### src/rtl/mult_pkg.sv
// rtl/mult_pkg.sv - shared widths and state encoding for the multiply issue stage
package mult_pkg;
  localparam int WORD  = 32;
  localparam int DWORD = 64;
  localparam int CNT_W = 4;

  typedef enum logic [1:0] {
    IDLE,
    WAIT,
    FIX
  } state_e;
endpackage

### src/rtl/umultiplier.sv
// rtl/umultiplier.sv - 32x32 unsigned pipelined multiplier, LATENCY edges input-to-out
module umultiplier #(
  parameter int LATENCY = 4
) (
  input  logic        clk,
  input  logic [31:0] in1,
  input  logic [31:0] in2,
  output logic [63:0] out
);
  logic [63:0] prod;

  assign prod = {32'd0, in1} * {32'd0, in2};

  // The edge that loads the operand registers upstream counts as the first stage,
  // so only LATENCY-1 register stages live here.
  generate
    if (LATENCY <= 1) begin : g_comb
      assign out = prod;
    end else begin : g_pipe
      logic [63:0] pipe_q [LATENCY-1];

      always_ff @(posedge clk) begin
        pipe_q[0] <= prod;
        for (int i = 1; i < LATENCY - 1; i++) begin
          pipe_q[i] <= pipe_q[i-1];
        end
      end

      assign out = pipe_q[LATENCY-2];
    end
  endgenerate
endmodule

### src/rtl/mult_issue_ctrl.sv
// rtl/mult_issue_ctrl.sv - signed/unsigned issue, wait and HI/LO writeback around umultiplier
module mult_issue_ctrl
  import mult_pkg::*;
#(
  parameter int LATENCY = 4
) (
  input  logic            clk,
  input  logic            rst,
  input  logic            start,
  input  logic            is_signed,
  input  logic [WORD-1:0] in1,
  input  logic [WORD-1:0] in2,
  output logic            busy,
  output logic            done,
  output logic [WORD-1:0] hi,
  output logic [WORD-1:0] lo
);
  state_e              state_q, state_d;
  logic [CNT_W-1:0]    cnt_q;
  logic [WORD-1:0]     a_mag_q, b_mag_q;
  logic                neg_q;
  logic [DWORD-1:0]    prod_q;
  logic [DWORD-1:0]    mul_out;
  logic [WORD-1:0]     hi_q, lo_q;
  logic                done_q;
  logic                accept;

  assign accept = (state_q == IDLE) && start;

  umultiplier #(.LATENCY(LATENCY)) u_mul (
    .clk (clk),
    .in1 (a_mag_q),
    .in2 (b_mag_q),
    .out (mul_out)
  );

  always_ff @(posedge clk or posedge rst) begin
    if (rst) state_q <= IDLE;
    else     state_q <= state_d;
  end

  always_comb begin
    state_d = state_q;
    case (state_q)
      IDLE:    if (start) state_d = WAIT;
      WAIT:    if (cnt_q == '0) state_d = FIX;
      FIX:     state_d = IDLE;
      default: state_d = IDLE;
    endcase
  end

  always_comb begin
    busy = (state_q != IDLE);
  end

  always_ff @(posedge clk or posedge rst) begin
    if (rst) begin
      a_mag_q <= '0;
      b_mag_q <= '0;
      neg_q   <= 1'b0;
      cnt_q   <= '0;
      prod_q  <= '0;
      hi_q    <= '0;
      lo_q    <= '0;
      done_q  <= 1'b0;
    end else begin
      done_q <= 1'b0;
      if (accept) begin
        // -0x80000000 wraps to 0x80000000, which is already the right magnitude
        a_mag_q <= (is_signed && in1[WORD-1]) ? -in1 : in1;
        b_mag_q <= (is_signed && in2[WORD-1]) ? -in2 : in2;
        neg_q   <= is_signed && (in1[WORD-1] ^ in2[WORD-1]);
        cnt_q   <= CNT_W'(LATENCY - 1);
      end
      if (state_q == WAIT) begin
        if (cnt_q == '0) prod_q <= mul_out;
        else             cnt_q  <= cnt_q - CNT_W'(1);
      end
      if (state_q == FIX) begin
        {hi_q, lo_q} <= neg_q ? (~prod_q + DWORD'(1)) : prod_q;
        done_q       <= 1'b1;
      end
    end
  end

  assign done = done_q;
  assign hi   = hi_q;
  assign lo   = lo_q;
endmodule

### config.mk
export PLATFORM = sky130hd
export DESIGN_NAME = mult_issue_ctrl
export DESIGN_NICKNAME = d
export VERILOG_FILES = /design/src/rtl/mult_pkg.sv /design/src/rtl/umultiplier.sv /design/src/rtl/mult_issue_ctrl.sv
export SDC_FILE = /design/constraint.sdc
export NUM_CORES = 2
export LEC_CHECK = 0
export ABC_AREA = 1
export CAP_MARGIN = 25
export CORE_MARGIN = 5
export CORE_UTILIZATION = 30
export CTS_CLUSTER_SIZE = 25
export DETAILED_ROUTE_END_ITERATION = 7
export PLACE_DENSITY = 0.48
export SYNTH_ARGS = -nofsm -noshare
export SYNTH_HDL_FRONTEND = slang
export SYNTH_HIERARCHICAL = 1
export SYNTH_SLANG_ARGS = --single-unit
export TNS_END_PERCENT = 1
### constraint.sdc
create_clock -name clk -period 21.5 [get_ports clk]
set_input_delay 4.3 -clock clk [delete_from_list [all_inputs] [get_ports clk]]
set_output_delay 4.3 -clock clk [all_outputs]
set_load 0.02 [all_outputs]
# Word level (Yosys, flattened, before mapping)
# Memory sizes are Yosys's and may differ from the RTL's. A register that Yosys moved wholly into a read port is not among the register bits.
# Index checks and enable logic that the tools add are counted.
[word_totals] ff_bits=136 mem_bits_rw=192 mem_count=1 input_bits=68 output_inout_bits=66 wordCells=39
[op_classes] n_eq_ne=4 n_reduce_logical=9 add_sub_neg=4 n_mux=10 bitwise=2 multipliers=1
[memory_table] memory="u_mul.g_pipe.pipe_q" words=3 word_bits=64 rd=3 rd_ports_with_merged_regs=1 write_ports=3 line_no="umultiplier.sv:20" source="logic [63:0] pipe_q [LATENCY-1];"
[ops] op="64-bit by 1-bit adder with 64-bit output (second input constant)" n=1
[ops] op="32-bit by 32-bit multiplier with 64-bit output" n=1
[ops] op="32-bit 2-to-1 mux" n=2
[ops] op="64-bit 2-to-1 mux" n=1
[ops] op="32-bit negation" n=2
[ops] op="64-bit inverter" n=1
[ops] op="4-bit 2-to-1 mux" n=3
[ops] op="1-bit logical AND" n=4
[ops] op="4-bit zero test" n=1
[ops] op="2-bit 2-to-1 mux" n=2
[ops] op="2-bit one-hot mux with 2 select lines" n=1
[ops] op="2-bit AND reduction" n=2
[ops] op="4-bit by 1-bit subtractor with 4-bit output (second input constant)" n=1
[ops] op="2-bit by 1-bit equality test with 1-bit output (second input constant)" n=1
[ops] op="2-bit equality test (second input constant)" n=1
[ops] op="2-bit zero test" n=1
[ops] op="2-bit by 1-bit != test with 1-bit output (second input constant)" n=1
[ops] op="2-bit != test (second input constant)" n=1
[ops] op="2-bit nonzero test" n=1
[ops] op="1-bit 2-to-1 mux" n=1
[ops] op="1-bit bitwise XOR" n=1

# Logic depth before layout (Yosys ltp)
[depth] word_depth=5 depth_mapped=30 depth_no_buf=29

# Cells and area by module
# Netlist, hierarchy kept.
[modules_own_cells] mod="umultiplier" n_inst=1 cells_per_inst=5209 area_per_inst_um2=40405.0 seq_area_each_um2=3843.7
[modules_own_cells] mod="mult_issue_ctrl" n_inst=1 cells_per_inst=1598 area_per_inst_um2=11277.1 seq_area_each_um2=5004.8

# Worst setup path before layout
# No wires, ideal clock.
[synth_path] kind="flip-flop to flip-flop" start="register a_mag_q[25]" end="memory u_mul.g_pipe.pipe_q[0][62]" path_slack_ps=15285 path_buffers=1 arrival_time_ps=6102 setup_time_ps=112 required_time_ps=21388 stages_incl_launch_ff=29 period_less_slack_ps=6215 path_cell_list="dfrtp_1 clkbuf_1 nand2_1 fa_1 inv_1 fa_1 inv_1 fa_1 inv_1 fa_1 fa_1 fa_1 fa_1 inv_1 fa_1 inv_1 ha_1 nand2_1 inv_1 nand2_1 nand2_1 nand2_1 nand2_1 nand2_1 nand2_1 a21oi_1 nand2_1 nand2_1 nand2_1"
[synth_lines] item="from (decl)" line_no="mult_issue_ctrl.sv:20" source="logic [WORD-1:0] a_mag_q, b_mag_q;"
[synth_lines] item="from (signal assigned)" line_no="mult_issue_ctrl.sv:70" source="a_mag_q <= (is_signed && in1[WORD-1]) ? -in1 : in1;"
[synth_lines] item="to (decl)" line_no="umultiplier.sv:20"

==> results.md <==
* Period utilization at a little over a third
* Clock Pin Slew Worst Setup and Hold Paths at 0.06 ns
* Mapped Nets at 8,038
* Synth Area in Adders at 41.17%
* Largest net degree at the start of global routing at between 90 and 100
* Synth Register Bits at between 300 and 400
* Post-Syn Instances at approximately 6,800
* Synth Area in Simple Gates at 21.48%
* Synth warn at 6
* Drt pass-1 iters at 5
* Core area at around 170,000 sq um
* Post_cts resized at 0
* Drt first-iter violations at 2,389
* Worst-Skew Late Latency at just over 0.6 ns
* Final worst slack at 13.87 ns
* CTS tree: yes
* WP buf/inv at 7
* Distinct cells, synth at between 40 and 50
* Synth Cell Area at 51,680 sq um
* Root Buffer: clkbuf_16
* Cell row count at 152
* Via/cell ratio at between 4 and 5
* Count leader, synth: nand2_1
* Top cell type's share of synthesized area at about a third
* Main area contributors after synthesis: fa_1, nand2_1, inv_1
* Synth top cells by count: nand2_1, inv_1, fa_1, ha_1, nor2_1
* Actual slew at the worst max-slew pin at 1.062 ns
* CP max FO at 19
* Hold Fails Final Rpt at 0
* Seq/Total Area, Yosys at 17.12%
* Post-CTS Setup Bufs at 0
* Chip height at between 400 and 500 microns
* Fin nets at between 7,000 and 8,000
* Most Frequent Cell on Critical Path: fa_1
* Post-synthesis xor/xnor area fraction at ~1.4%
* RSZ-0062 raised after global routing: false
* Max Clk Rate at 131.1 MHz
* Post-CTS Hold Fix Bufs at 0
* Vias in the first global route at 43,200
* Worst setup path class: reg2reg
* Predominant post-synthesis flop cell: dfrtp_1
* # DRC at 0
* Global-route wire length before repair at 256.4 mm
* Crit-path max cell delay at 0.99 ns
* Max Slew Vio Count at 0
* CP startpoint kind: flop
* Fin Setup TNS at 0 ns
* Synth Area in Compound Gates at around 2.4%
* Crit end category: flop
* WL final at 164.2 mm
* H-tree lvl count at 2
* Worst rel slew slack at 29.22%
* Mux share of post-synthesis cell area at 0%
* Antenna violations before repair at 6
* Synth area leader: fa_1
* Die area at 180,700 sq um
* Crit path max-delay family: adder cells
* Critical path arrival at ~8.1 ns
* Area grow syn2layout at 9.587%
* Final setup viols at 0
* Asr flop ratio synth at approximately half
* Initial Utilization at 30.13%
* Number of max-cap violations at 0
* IO Count at 134
* Remaining global-route overflow at 0
* Overall Global Routing Usage at 18.42%
* Num Clock Sinks at 392
* Max Root-Sink Buffers at 3
* Die width at 425.1 microns
* Clock skew at 0.03793 ns
* Combinational family with the most area after synthesis: adder cells
* EDFF count, synth at 0
* Post-DP HPWL at around 120 mm
* WP data required at between 20 and 25 ns
* Minimum clock period at 7.628 ns
* Post-route ant nets at 0
* Hold WC Path Type: reg2reg
* Share of layout cells above drive strength 1 at under 10%
* WL/cell at 18.05 microns
* CTS Buf Count at 42
* Count of input and output buffers at 133
* Reg2Reg Setup Slack at between 10 and 15 ns
* Slowest cell on crit path: dfrtp_1
* Placer Congestion at 0.9016
* Mean post-synth cell area at between 7 and 8 sq um
* Post-place setup slack at 13.86 ns
* Vias at 40,170
* Status: completed
* Hold slack at 0.3032 ns
-- worst paths after layout --
path | start | depth (start not counted) | end
hold reg to reg | u_mul/g_pipe.pipe_q[0][34] | 0 | u_mul/g_pipe.pipe_q[0][98]
hold / removal | u_mul/g_pipe.pipe_q[0][34] | 0 | u_mul/g_pipe.pipe_q[0][98]
setup reg to reg | a_mag_q[24] | 25 | u_mul/g_pipe.pipe_q[0][53]
min in group asynchronous | rst | 2 | prod_q[1]
max in group asynchronous | rst | 3 | b_mag_q[19]
setup / recovery | a_mag_q[24] | 25 | u_mul/g_pipe.pipe_q[0][53]
-- placed cells by master, fill, tap and decap left out, types with 17 or more instances in the layout --
cell	n
a21oi_1	60
buf_4	70
clkbuf_16	46
clkdlybuf4s50_1	133
dfrtp_1	182
dfrtp_2	18
dfxtp_1	192
fa_1	896
ha_1	267
inv_1	1851
inv_2	20
nand2_1	2167
nand3_1	222
nand4_1	32
nor2_1	232
nor2_2	34
nor3_1	23
o21ai_0	119
o21ai_1	17
xor2_1	78
-- flip-flops by register name (all words and copies together), names as in the netlist --
name,cells
lo,32
b_mag_q,32
state_q,2
u_mul/g_pipe.pipe_q,192
a_mag_q,32
done,1
hi,32
prod_q,64
neg_q,1
cnt_q,4
-- worst reg2reg max path, delay by kind of cell, from the launching register on --
family	cells	cell delay, ns
fa+ha+maj	9	4.50
flops	1	0.99
simple gates	9	1.17
buf+inv	7	0.85
-- cell type report --
type / count / area (sq um)
fill: 18530 / 114900
inverter: 1873 / 7038
clock buffer: 56 / 1249
timing repair buffer: 205 / 1896
antenna: 2 / 5.005
sequential: 392 / 8871
multi-input combinational: 4233 / 34380
clock inverter: 22 / 311.5
tap: 2310 / 2890
-- routing by layer --
metal	track usage, %	part of all wire (%)	up-vias
li1	-	-	19100
met1	25.17	45	19550
met2	28.97	43	1249
met3	4.663	8.0	270
met4	5.192	3.3	4
met5	0	0.016	-
-- through the flow --
step                instance area (sq um)  util, %  cells
finish                              56640    33.02   9093
global route                        56630    33.01   9092
CTS                                 56590    32.99   9089
detailed placement                  55030    32.08   9011
global placement                    55030    32.08   9011
floorplan                           51680        -   6807
-- cells by family after synthesis --
| family | count (synthesis) |
|---|---|
| adders and majority gates | 1163 |
| DFF | 392 |
| buffers and inverters | 2182 |
| AOI/OAI and AO/OA | 226 |
| and+or+nand+nor | 2761 |
| xor gates and xnor gates | 83 |
Power is not shown: default switching activity piles up to over one toggle a cycle in this logic, so the estimate is an artifact.
